File: src/rtl/exibidor_sequencia_if.sv
// Control/memory bus of the sequence playback engine: start/abort request, RAM read port,
// and LED/buzzer/status outputs. master = control unit + RAM side, slave = exibidor_sequencia.
interface exibidor_sequencia_if;
  logic       iniciar;
  logic       abortar;
  logic [3:0] ultimo;
  logic [3:0] mem_data;
  logic [3:0] mem_addr;
  logic [3:0] leds;
  logic       toca;
  logic       ocupado;
  logic       pronto;
  logic [2:0] db_estado;

  modport master (
    output iniciar, abortar, ultimo, mem_data,
    input  mem_addr, leds, toca, ocupado, pronto, db_estado
  );

  modport slave (
    input  iniciar, abortar, ultimo, mem_data,
    output mem_addr, leds, toca, ocupado, pronto, db_estado
  );
endinterface

File: src/rtl/exibidor_sequencia.sv
// Sequence playback engine: reads RAM addresses 0..ultimo, lights each word for ON_CYCLES then
// stays dark for OFF_CYCLES. Optional EXIBIDOR_RAPIDO_EN adds a 'rapido' port halving both times.
module exibidor_sequencia #(
  parameter int ON_CYCLES  = 2500,
  parameter int OFF_CYCLES = 1250
) (
  input  logic                 clock,
  input  logic                 reset,
`ifdef EXIBIDOR_RAPIDO_EN
  input  logic                 rapido,
`endif
  exibidor_sequencia_if.slave  bus
);

  localparam int MAX_CYCLES = (ON_CYCLES > OFF_CYCLES) ? ON_CYCLES : OFF_CYCLES;
  localparam int TW         = (MAX_CYCLES > 2) ? $clog2(MAX_CYCLES) : 1;
  localparam logic [TW-1:0] ON_LAST  = TW'(ON_CYCLES - 1);
  localparam logic [TW-1:0] OFF_LAST = TW'(OFF_CYCLES - 1);
`ifdef EXIBIDOR_RAPIDO_EN
  localparam int ON_HALF  = (ON_CYCLES / 2 < 1) ? 1 : ON_CYCLES / 2;
  localparam int OFF_HALF = (OFF_CYCLES / 2 < 1) ? 1 : OFF_CYCLES / 2;
  localparam logic [TW-1:0] ON_LAST_R  = TW'(ON_HALF - 1);
  localparam logic [TW-1:0] OFF_LAST_R = TW'(OFF_HALF - 1);
`endif

  typedef enum logic [2:0] {
    OCIOSO   = 3'd0,
    ENDERECA = 3'd1,
    CARREGA  = 3'd2,
    ACESO    = 3'd3,
    APAGADO  = 3'd4,
    FIM      = 3'd5
  } estado_t;

  estado_t       estado, estado_next;
  logic [3:0]    addr, addr_next;
  logic [3:0]    ult_reg, ult_next;
  logic [3:0]    dado_reg, dado_next;
  logic [TW-1:0] timer, timer_next;
  logic [TW-1:0] on_last, off_last;
`ifdef EXIBIDOR_RAPIDO_EN
  logic          rap_reg, rap_next;
`endif

  always_comb begin
`ifdef EXIBIDOR_RAPIDO_EN
    on_last  = rap_reg ? ON_LAST_R  : ON_LAST;
    off_last = rap_reg ? OFF_LAST_R : OFF_LAST;
`else
    on_last  = ON_LAST;
    off_last = OFF_LAST;
`endif
  end

  always_ff @(posedge clock) begin
    if (reset) begin
      estado   <= OCIOSO;
      addr     <= '0;
      ult_reg  <= '0;
      dado_reg <= '0;
      timer    <= '0;
`ifdef EXIBIDOR_RAPIDO_EN
      rap_reg  <= 1'b0;
`endif
    end else begin
      estado   <= estado_next;
      addr     <= addr_next;
      ult_reg  <= ult_next;
      dado_reg <= dado_next;
      timer    <= timer_next;
`ifdef EXIBIDOR_RAPIDO_EN
      rap_reg  <= rap_next;
`endif
    end
  end

  always_comb begin
    estado_next = estado;
    addr_next   = addr;
    ult_next    = ult_reg;
    dado_next   = dado_reg;
    timer_next  = timer;
`ifdef EXIBIDOR_RAPIDO_EN
    rap_next    = rap_reg;
`endif
    // Abort takes priority over every in-progress state; mem_addr is left as is.
    if (estado != OCIOSO && bus.abortar) begin
      estado_next = OCIOSO;
    end else begin
      case (estado)
        OCIOSO: begin
          if (bus.iniciar && !bus.abortar) begin
            addr_next   = '0;
            ult_next    = bus.ultimo;
`ifdef EXIBIDOR_RAPIDO_EN
            rap_next    = rapido;
`endif
            estado_next = ENDERECA;
          end
        end
        ENDERECA: estado_next = CARREGA;
        CARREGA: begin
          dado_next   = bus.mem_data;
          timer_next  = '0;
          estado_next = ACESO;
        end
        ACESO: begin
          if (timer == on_last) begin
            timer_next  = '0;
            estado_next = APAGADO;
          end else begin
            timer_next = timer + 1'b1;
          end
        end
        APAGADO: begin
          if (timer == off_last) begin
            timer_next = '0;
            if (addr == ult_reg) begin
              estado_next = FIM;
            end else begin
              addr_next   = addr + 4'd1;
              estado_next = ENDERECA;
            end
          end else begin
            timer_next = timer + 1'b1;
          end
        end
        FIM:     estado_next = OCIOSO;
        default: estado_next = OCIOSO;
      endcase
    end
  end

  assign bus.mem_addr  = addr;
  assign bus.leds      = (estado == ACESO) ? dado_reg : '0;
  assign bus.toca      = (estado == ACESO) && (dado_reg != 4'd0);
  assign bus.ocupado   = (estado == ENDERECA) || (estado == CARREGA) ||
                         (estado == ACESO)    || (estado == APAGADO);
  assign bus.pronto    = (estado == FIM);
  assign bus.db_estado = estado;

endmodule

File: src/flat_wrapper.sv
// flat-port wrapper written by rule: the top's interface ports become plain ports
module exibidor_sequencia_flat 
#(
  parameter int ON_CYCLES  = 2500,
  parameter int OFF_CYCLES = 1250
)
  (clock, reset, bus_iniciar, bus_abortar, bus_ultimo, bus_mem_data, bus_mem_addr, bus_leds, bus_toca, bus_ocupado, bus_pronto, bus_db_estado);
  exibidor_sequencia_if bus_i ();
  input  logic clock;
  input  logic reset;
  input wire logic [$bits(bus_i.iniciar)-1:0] bus_iniciar;
  input wire logic [$bits(bus_i.abortar)-1:0] bus_abortar;
  input wire logic [$bits(bus_i.ultimo)-1:0] bus_ultimo;
  input wire logic [$bits(bus_i.mem_data)-1:0] bus_mem_data;
  output wire logic [$bits(bus_i.mem_addr)-1:0] bus_mem_addr;
  output wire logic [$bits(bus_i.leds)-1:0] bus_leds;
  output wire logic [$bits(bus_i.toca)-1:0] bus_toca;
  output wire logic [$bits(bus_i.ocupado)-1:0] bus_ocupado;
  output wire logic [$bits(bus_i.pronto)-1:0] bus_pronto;
  output wire logic [$bits(bus_i.db_estado)-1:0] bus_db_estado;
  assign bus_i.iniciar = bus_iniciar;
  assign bus_i.abortar = bus_abortar;
  assign bus_i.ultimo = bus_ultimo;
  assign bus_i.mem_data = bus_mem_data;
  assign bus_mem_addr = bus_i.mem_addr;
  assign bus_leds = bus_i.leds;
  assign bus_toca = bus_i.toca;
  assign bus_ocupado = bus_i.ocupado;
  assign bus_pronto = bus_i.pronto;
  assign bus_db_estado = bus_i.db_estado;
  exibidor_sequencia #(.ON_CYCLES(ON_CYCLES), .OFF_CYCLES(OFF_CYCLES)) u_core (.clock(clock), .reset(reset), .bus(bus_i));
endmodule
File: config.mk
export PLATFORM = sky130hd
export DESIGN_NAME = exibidor_sequencia_flat
export DESIGN_NICKNAME = d
export VERILOG_FILES = /design/src/rtl/exibidor_sequencia_if.sv /design/src/rtl/exibidor_sequencia.sv /design/src/flat_wrapper.sv
export SDC_FILE = /design/constraint.sdc
export NUM_CORES = 1
export LEC_CHECK = 0
export BUFFER_PORTS_ARGS = -buffer_cell sky130_fd_sc_hd__buf_2
export CAP_MARGIN = 40
export CELL_PAD_IN_SITES_DETAIL_PLACEMENT = 1
export CELL_PAD_IN_SITES_GLOBAL_PLACEMENT = 2
export CORE_AREA = 4 4 72 74
export DETAILED_ROUTE_END_ITERATION = 10
export DIE_AREA = 0 0 76 78
export MAX_ROUTING_LAYER = met4
export PLACE_DENSITY = 0.89
export SYNTH_ARGS = -nofsm -noshare
export SYNTH_HDL_FRONTEND = slang
export SYNTH_SLANG_ARGS = --single-unit
File: constraint.sdc
create_clock -name clock -period 4.3 [get_ports clock]
set_clock_uncertainty 0.05 [all_clocks]
set_input_delay 0.215 -clock clock [delete_from_list [all_inputs] [get_ports clock]]
set_output_delay 0.215 -clock clock [all_outputs]
set_load 0.01 [all_outputs]
==> results of run 1 <==
worst min-delay path by stage:
stage                         endpoint  cells past startpoint            start  slack (ns)
global route         u_core.ult_reg[2]                      3    bus_ultimo[2]        0.12
CTS                 u_core.dado_reg[3]                      3  bus_mem_data[3]        0.11
global placement     u_core.ult_reg[3]                      3    bus_ultimo[3]        0.40
detailed placement  u_core.dado_reg[3]                      3  bus_mem_data[3]        0.41
finish              u_core.dado_reg[3]                      3  bus_mem_data[3]        0.11
floorplan            u_core.ult_reg[0]                      2    bus_ultimo[0]        0.31
power by group:
group	leakage, nW	switching, mW	internal (mW)
Clock	0.0217	0.0860	0.0660
Sequential	0.218	0.00974	0.256
Combinational	0.394	0.0293	0.0232
metal layers:
| layer | up-vias | wire [um] |
|---|---|---|
| li1 | 713 | - |
| met1 | 678 | 1770 |
| met2 | 12 | 1880 |
| met3 | 4 | 89 |
| met4 | 0 | 51 |
| met5 | - | 0 |
cell usage in the layout, fill, tap and decap left out, drive strengths merged, types with 2 or more instances in the layout:
master	netlist	routed
and4	2	2
nand2b	5	5
nor2	19	19
a21oi	9	9
nor2b	3	3
o22ai	2	2
mux2i	8	8
nand4	2	2
o21ai	3	3
o31ai	10	10
xnor2	5	5
a31oi	9	9
clkbuf	3	3
dfxtp	27	27
inv	4	4
nor3	4	4
nor4bb	2	2
nand2	9	9
nor3b	10	10
buf	6	26
and3	4	4
or4	2	2
or3	5	5
ha	3	3
nand3	8	8
worst register-to-register path: stages, from the launching register on:
cell,delay (ns)
dfxtp_1,0.55
nor2b_1,0.45
nand2_1,0.22
o22a_4,0.33
or3_1,0.50
o31ai_1,0.30
per-stage QoR:
stage / cell area [um2] / instances
6_report: 1740 / 255
5_1_grt: 1740 / 255
4_1_cts: 1740 / 255
3_5_place_dp: 1700 / 251
3_3_place_gp: 1690 / 250
2_1_floorplan: 1550 / 180
kinds of logic (layout without fill, tap and decap cells):
family                   count (synthesis)  in the layout  share of synthesized area
AND/OR/NAND/NOR                         82             82                      0.307
XOR/XNOR                                 5              5                     0.0282
adder cells (fa/ha/maj)                  3              3                     0.0242
multiplexers                             8              8                     0.0515
buffers and inverters                   13             34                     0.0475
flip-flops                              27             27                      0.348
AO/OA/AOI/OAI                           42             42                      0.194
layout make-up:
type	instances	area (um2)	area share
Multi-Input combinational cell	140	940	0.539
Sequential cell	27	541	0.310
Timing Repair Buffer	26	133	0.0760
Tap cell	54	67.6	0.0387
Clock buffer	3	41.3	0.0237
Inverter	4	15.0	0.00861
Clock inverter	1	7.51	0.00430
==> impl_results.md, run 1 <==
- CP startpoint kind: flop
- Hold Slack: 0.113 ns
- First-pass GRT wire length: 6510 um
- Fin crit period: 2.49 ns
- DR vias/cell: 5.52
- Worst-path maximum fanout: 12
- Capture point of the worst path: u_core.timer[9]
- IO Pins: 26
- Setup CP Type: reg -> reg
- Row count: 25
- Kind of end point of the critical path: flop
- Post-synth top cells: dfxtp_1, nor2_1, nor3b_1
- Diodes inserted: 0
- Fraction of layout cells with a size suffix above 1: 0.194
- GR Layer Usage met1: 0.169
- Sequence of cells on the critical path: nor2b_1, nand2_1, o22a_4, or3_1, o31ai_1
- Cts bufs inserted: 3
- Max frequency: 402 MHz
- Die area: 5930 um2
- Critical path depth: 5
- H-tree levels: 1
- PwrDens: 269 nW/um2
- Initial DRC count: a little under 50
- Post-synthesis sequential area ratio: 0.348
- Number of synthesized flops with an enable pin: 0
- Reg2Reg Setup Slack: 1.81 ns
- Worst path slowest cell: dfxtp_1
- Max FFs per register: 12
- Final setup viols: 0
- Async S/R FF share, synth: 0
- Post-CTS resize count: 0
- Die Y-Extent: ~78 um
- HPWL Detailed: 2780 um
- Tot Pwr: around 0.47 mW
- Gate count of the mapped netlist: 180
- DRT Pass-1 Iters: 4
- Max incr delay on CP: 0.55 ns
- Req. time, crit path: between 4 and 5 ns
- Crit-path leading delay family: simple AND/OR/NAND/NOR gates
- CTS root buffer: clkbuf_8
- Worst vdd ir: 121 uV
- Ys Warns: 0
- Final WS setup: approximately 1.8 ns
- Top cells by area, synth: dfxtp_1, mux2i_1, nor3b_1, nor2_1, o31ai_1
- Cell area after synthesis: 1550 um2
- TritonCTS clock tree: done
- Clock slew at reported path FFs: 0.10 ns
- Yosys reg bits: 27
- Yosys top cell by area: dfxtp_1
- ANT nets after route: 0
- RR Endpoint: u_core.timer[9]
- Ys flop type: dfxtp_1
- Worst hold path type: in -> reg
- Post-place setup slack: 1.80 ns
- Total leakage power: roughly 0.63 nW
- Synth cell types: 46
- GRT Max-Usage Layer: met2
- Period utilisation layout: 0.578
- Max-Cap Viols: 0
- Biggest register: u_core.timer
- Unrepaired setup endpoints after global routing: no
- Relative slew slack: 0.498
- Initial Util: 0.338
- Drt total wl: 3790 um
- R2r startpoint: u_core.bus.db_estado[1]
- Area Overhead vs Synth: 12.2%
- Die X: 76 um
- Largest net degree at the start of global routing: 26
- Bufs on Longest Clock Path: 2
- Clock sinks: 27
- R2r worst-path depth: 5
- Status: finished, final reports clean
- Total global routing overflow: 0
- Hold_buf cts: 0
- Vias post-DR: 1,407
- Slew Limit Fails: 0
- Core area: 4600 um2
- Final Hold Vio Count: 0
- Later-pin clock latency in the skew report: 0.28 ns
- Worst Path Arrival: 2.63 ns
- Syn_area_per_cell: 8.63 um2
- RePlAce Congestion: 0.732
- Met2 usage: 0.217
- Syn nets: 195
- Most frequent cell after synthesis: dfxtp_1
- Routed wire per std cell: 14.9 um
- Critical path startpoint: u_core.bus.db_estado[1]
- Initial antenna violation count: 0
- Vias in the first global route: 1,348
- Residual DRC count: 0
- M3 GR Usage: 0.0232
- PortBufs: 25
- Postcts setup bufs: 0
- Actual slew at the worst max-slew pin: 0.747 ns
- Setup TNS: 0 ns
- GR Util All Layers: 0.135
- Nets: 217
- Yosys top cell area share: 0.348
- Fill count: 570
- CP Buf/Inv Count: 0
- Final Util: 0.379
Note: power is estimated with default switching activity, not from simulation.
==> run 2, diff against run 1 <==
--- a/config.mk
+++ b/config.mk
@@ -9,11 +9,11 @@
 export CAP_MARGIN = 40
 export CELL_PAD_IN_SITES_DETAIL_PLACEMENT = 1
 export CELL_PAD_IN_SITES_GLOBAL_PLACEMENT = 2
-export CORE_AREA = 4 4 72 74
+export CORE_AREA = 4 4 74 76
 export DETAILED_ROUTE_END_ITERATION = 10
-export DIE_AREA = 0 0 76 78
+export DIE_AREA = 0 0 78 80
 export MAX_ROUTING_LAYER = met4
-export PLACE_DENSITY = 0.89
+export PLACE_DENSITY = 0.85
 export SYNTH_ARGS = -nofsm -noshare
 export SYNTH_HDL_FRONTEND = slang
 export SYNTH_SLANG_ARGS = --single-unit
==> constraint.sdc (replaced) <==
create_clock -name clock -period 2.5 [get_ports clock]
set_clock_uncertainty 0.05 [all_clocks]
set_input_delay 0.125 -clock clock [delete_from_list [all_inputs] [get_ports clock]]
set_output_delay 0.125 -clock clock [all_outputs]
set_load 0.01 [all_outputs]
==> run 2 against run 1 <==
Compared with the run above: power rose by 71%; critical path depth did not move; combinational power rose by 90%; via count fell by 0.78%; clock power rose by 65%; maximum frequency rose by 17%; critical path type unchanged; largest cell class unchanged.
==> impl_results.md, run 2 (synthesized netlist as in run 1, its figures left out) <==
- Relative slew slack: 0.643
- Max frequency: 473 MHz
- Bufs on Longest Clock Path: 2
- Crit-path leading delay family: simple AND/OR/NAND/NOR gates
- Area Overhead vs Synth: 15.5%
- Combinational share of power: 0.124
- Largest net degree at the start of global routing: 25
- Die X: 78 um
- Initial Util: 0.329
- Setup CP Type: reg -> reg
- Routed wire per std cell: around 14 um
- Setup TNS: 0 ns
- Vias in the first global route: 1,394
- Actual slew at the worst max-slew pin: 0.533 ns
- Final WS setup: 0.384 ns
- Hold_buf cts: 0
- Clock slew at reported path FFs: 0.10 ns
- Core area: 4720 um2
- Worst hold path type: in -> reg
- Commonest non-fill, non-tap cell in the layout: dfxtp_1
- Max incr delay on CP: 0.54 ns
- CP Buf/Inv Count: 0
- IO Pins: 26
- Max FFs per register: 12
- Initial antenna violation count: 0
- Worst path slowest cell: dfxtp_1
- TritonCTS clock tree: done
- GR Util All Layers: 0.132
- Final setup viols: 0
- ANT nets after route: 0
- HPWL Detailed: 2790 um
- Total leakage power: 0.664 nW
- Sequence of cells on the critical path: nor2b_1, nand2_1, o22a_4, or3_1, o31ai_1
- Residual DRC count: 0
- Switch share: 0.259
- Switching Power: between 0.2 and 0.25 mW
- Commonest non-fill, non-tap cells in the layout: dfxtp_1, buf_2, nor2_1
- Fraction of layout cells with a size suffix above 1: 0.214
- DRT Pass-1 Iters: 4
- Vias post-DR: 1,396
- Postcts setup bufs: 0
- Drt total wl: about 3800 um
- Kind of end point of the critical path: flop
- CTS root buffer: clkbuf_8
- Final Hold Vio Count: 0
- Req. time, crit path: 2.64 ns
- Cts bufs inserted: 3
- Max-Cap Viols: 0
- First-pass GRT wire length: 6590 um
- Row count: 25
- Worst-path maximum fanout: 12
- Biggest register: u_core.timer
- CP startpoint kind: flop
- Fin crit period: 2.12 ns
- Die area: between 6000 and 7000 um2
- RePlAce Congestion: approximately 0.8
- Post-place setup slack: 0.374 ns
- PwrDens: 449 nW/um2
- Post-CTS resize count: 0
- Clock sinks: 27
- Initial DRC count: between 50 and 60
- Worst Path Arrival: 2.26 ns
- Later-pin clock latency in the skew report: approximately 0.27 ns
- H-tree levels: 1
- PortBufs: 25
- Total global routing overflow: 0
- Unrepaired setup endpoints after global routing: no
- Nets: 222
- Internal power: 0.597 mW
- Slew Limit Fails: 0
- Die Y-Extent: 80 um
- Status: finished, final reports clean
- Diodes inserted: 0
- Period utilisation layout: 0.846
- DR vias/cell: 5.11
- Power share of the clock group: 0.312
- Share of power burned in registers: 0.564
- Worst vdd ir: between 150 and 200 uV
run 2: path summary, 6_finish.rpt:
check                                             start                end  slack, ns  cells after the start
worst min-delay path                      bus_ultimo[2]  u_core.ult_reg[2]       0.04                      3
worst max register to register  u_core.bus.db_estado[1]   u_core.timer[10]       0.38                      5
worst max-delay path            u_core.bus.db_estado[1]   u_core.timer[10]       0.38                      5
worst min register to register          u_core.timer[0]    u_core.timer[0]       0.48                      2
run 2: layout make-up:
class | count | area [um2]
clock buffer | 3 | 41.3
clock inverter | 1 | 5.00
fill | 573 | 2930
inverter | 4 | 15.0
multi-input combinational | 140 | 940
sequential | 27 | 541
tap | 67 | 83.8
timing repair buffer | 31 | 170
run 2: through the flow:
step           cell area (um2)  hold WS [ns]  total power [mW]  std cells   util
3_5_place_dp              1750         0.319             0.566        269  0.370
5_1_grt                   1800        0.0386             0.856        273  0.380
3_3_place_gp              1750         0.312             0.564        269  0.370
6_report                  1800        0.0356             0.806        273  0.380
4_1_cts                   1800        0.0297             0.826        273  0.380
2_1_floorplan             1550         0.219             0.525        180      -
run 2: per-layer routing:
layer / global-route usage / part of all wire
met1: 0.175 / 0.51
met2: 0.207 / 0.46
met3: 0.0237 / 0.029
met4: 0.0367 / 0.0055
met5: - / 0
run 2: worst min-delay path, stage by stage:
cell,delay (ns)
buf_2,0.08
mux2i_1,0.05
nor2_1,0.07
run 2: power groups by stage:
stage,sequential [mW],clock (mW),combinational [mW]
detailed placement,0.465,0,0.101
global route,0.457,0.287,0.112
CTS,0.455,0.271,0.101
global placement,0.464,0,0.101
finish,0.454,0.251,0.100
floorplan,0.460,0,0.0651
==> run 3, diff against run 2 <==
==> constraint.sdc (replaced) <==
create_clock -name clock -period 2.15 [get_ports clock]
set_clock_uncertainty 0.05 [all_clocks]
set_input_delay 0.1075 -clock clock [delete_from_list [all_inputs] [get_ports clock]]
set_output_delay 0.1075 -clock clock [all_outputs]
set_load 0.01 [all_outputs]
==> run 3 against run 2 <==
Compared with the run above: via count up 3.2%; largest power group unchanged; largest cell class unchanged; design area grew 3.2%; critical endpoint is now u_core.bus.mem_addr[3]; highest routed layer unchanged; first-iteration DRC count down 33%; critical path type unchanged; worst setup slack worse by 0.24 ns.
==> impl_results.md, run 3 (synthesized netlist as in run 1, its figures left out) <==
- Status: finished, final reports clean
- RePlAce Congestion: 0.747
- Nets: 229
- Hold path cells: 3
- Max frequency: between 400 and 500 MHz
- Worst vdd ir: 207 uV
- Fraction of layout cells with a size suffix above 1: 0.244
- Bufs on Longest Clock Path: 2
- GR Util All Layers: 0.142
- Die Y-Extent: 80 um
- First-pass GRT wire length: approximately 7000 um
- Later-pin clock latency in the skew report: 0.27 ns
- Unrepaired setup endpoints after global routing: no
- Vias in the first global route: 1,410
- CTS root buffer: clkbuf_8
- Relative slew slack: 0.634
- Initial DRC count: 38
- Biggest register: u_core.timer
- Final setup viols: 0
- Final Hold Vio Count: 0
- IO Pins: 26
- Die area: 6240 um2
- Commonest non-fill, non-tap cell in the layout: dfxtp_1
- RR Endpoint: u_core.bus.mem_addr[3]
- Clock sinks: 27
- Clock slew at reported path FFs: 0.09 ns
- CP startpoint kind: flop
- Cts bufs inserted: 3
- Reg2Reg Setup Slack: 0.14 ns
- HPWL Detailed: 3170 um
- Actual slew at the worst max-slew pin: 0.547 ns
- Total leakage power: 0.702 nW
- Slew Limit Fails: 0
- Max-Cap Viols: 0
- Setup TNS: 0 ns
- Worst hold path type: in -> reg
- Initial antenna violation count: 0
- Setup CP Type: reg -> reg
- Placed insts: 276
- Min-delay src: bus_ultimo[0]
- Initial Util: 0.329
- Worst-path maximum fanout: 9
- Kind of end point of the critical path: flop
- PortBufs: 25
- Drt total wl: 4120 um
- Hold EP: u_core.ult_reg[0]
- Postcts setup bufs: 0
- TritonCTS clock tree: done
- Die X: 78 um
- Worst Path Arrival: 2.17 ns
- Row count: 25
- Period utilisation layout: 0.934
- Fill count: 579
- H-tree levels: 1
- ANT nets after route: 0
- Max FFs per register: 12
- R2r worst-path depth: 5
- Commonest non-fill, non-tap cells in the layout: dfxtp_1, buf_2, nor2_1
- Routed wire per std cell: between 10 and 15 um
- DRT Pass-1 Iters: 4
- Finished Layout Cells: 280
- PwrDens: 510 nW/um2
- Diodes inserted: 0
- Residual DRC count: 0
- R2r startpoint: u_core.timer[3]
- Vias post-DR: 1,440
- Core area: 4720 um2
- Largest net degree at the start of global routing: 25
- Total global routing overflow: 0
- Area Overhead vs Synth: 19.2%
- Req. time, crit path: roughly 2.3 ns
- DR vias/cell: 5.14
- Fin crit period: 2.01 ns
## run 3: worst max path at each step
stage / from / to / depth (start not counted)
after floorplan: u_core.bus.db_estado[1] / u_core.timer[3] / 6
after global placement: u_core.timer[5] / u_core.bus.mem_addr[3] / 5
after detailed placement: u_core.timer[3] / u_core.bus.mem_addr[3] / 5
after CTS: u_core.timer[3] / u_core.bus.mem_addr[3] / 5
after global routing: u_core.timer[3] / u_core.bus.mem_addr[2] / 5
final: u_core.timer[3] / u_core.bus.mem_addr[3] / 5
## run 3: layout make-up
class                      instances  area (um2)  share of cell area
multi-input combinational        140         946               0.510
clock buffer                       4        45.0              0.0243
timing repair buffer              38         223               0.120
tap                               67        83.8              0.0452
inverter                           4        15.0             0.00810
sequential                        27         541               0.292
## run 3: power by group
part,internal (mW),total (mW),switching (mW),leakage (nW)
sequential,0.512,0.525,0.0137,0.218
combinational,0.0552,0.125,0.0697,0.461
clock,0.133,0.294,0.161,0.0228
total,0.700,0.944,0.245,0.702
## run 3: critical path, cell delays in order (launching register included)
cell and delay (ns):
dfxtp_1 0.39, nor4b_2 0.35, and4_2 0.36, a21boi_2 0.14, or4_1 0.52, a21oi_1 0.15
## run 3: stage by stage
stage	setup slack, ns	util	instance area (um2)	hold slack, ns	power [mW]
floorplan	0.283	-	1550	0.201	0.611
CTS	0.0720	0.391	1850	0.00924	0.963
global placement	0.198	0.381	1800	0.289	0.661
global route	0.000731	0.392	1850	0.0354	0.998
detailed placement	0.0983	0.381	1800	0.301	0.663
finish	0.142	0.392	1850	0.0130	0.944
## run 3: layer usage
| layer | part of all wire | vias to the layer above | wire, um | GRT usage |
|---|---|---|---|---|
| li1 | - | 734 | - | - |
| met1 | 0.48 | 688 | 1990 | 0.183 |
| met2 | 0.48 | 14 | 1980 | 0.233 |
| met3 | 0.028 | 4 | 114 | 0.0226 |
| met4 | 0.0080 | 0 | 33 | 0.0367 |
| met5 | 0 | - | 0 | - |
## run 3: timing repair
item | in CTS | in global routing
hold buffers | 0 | 0
endpoints found under the setup margin | 0 | 3
endpoints found under the hold margin | 0 | 0
resized for setup | 0 | 2
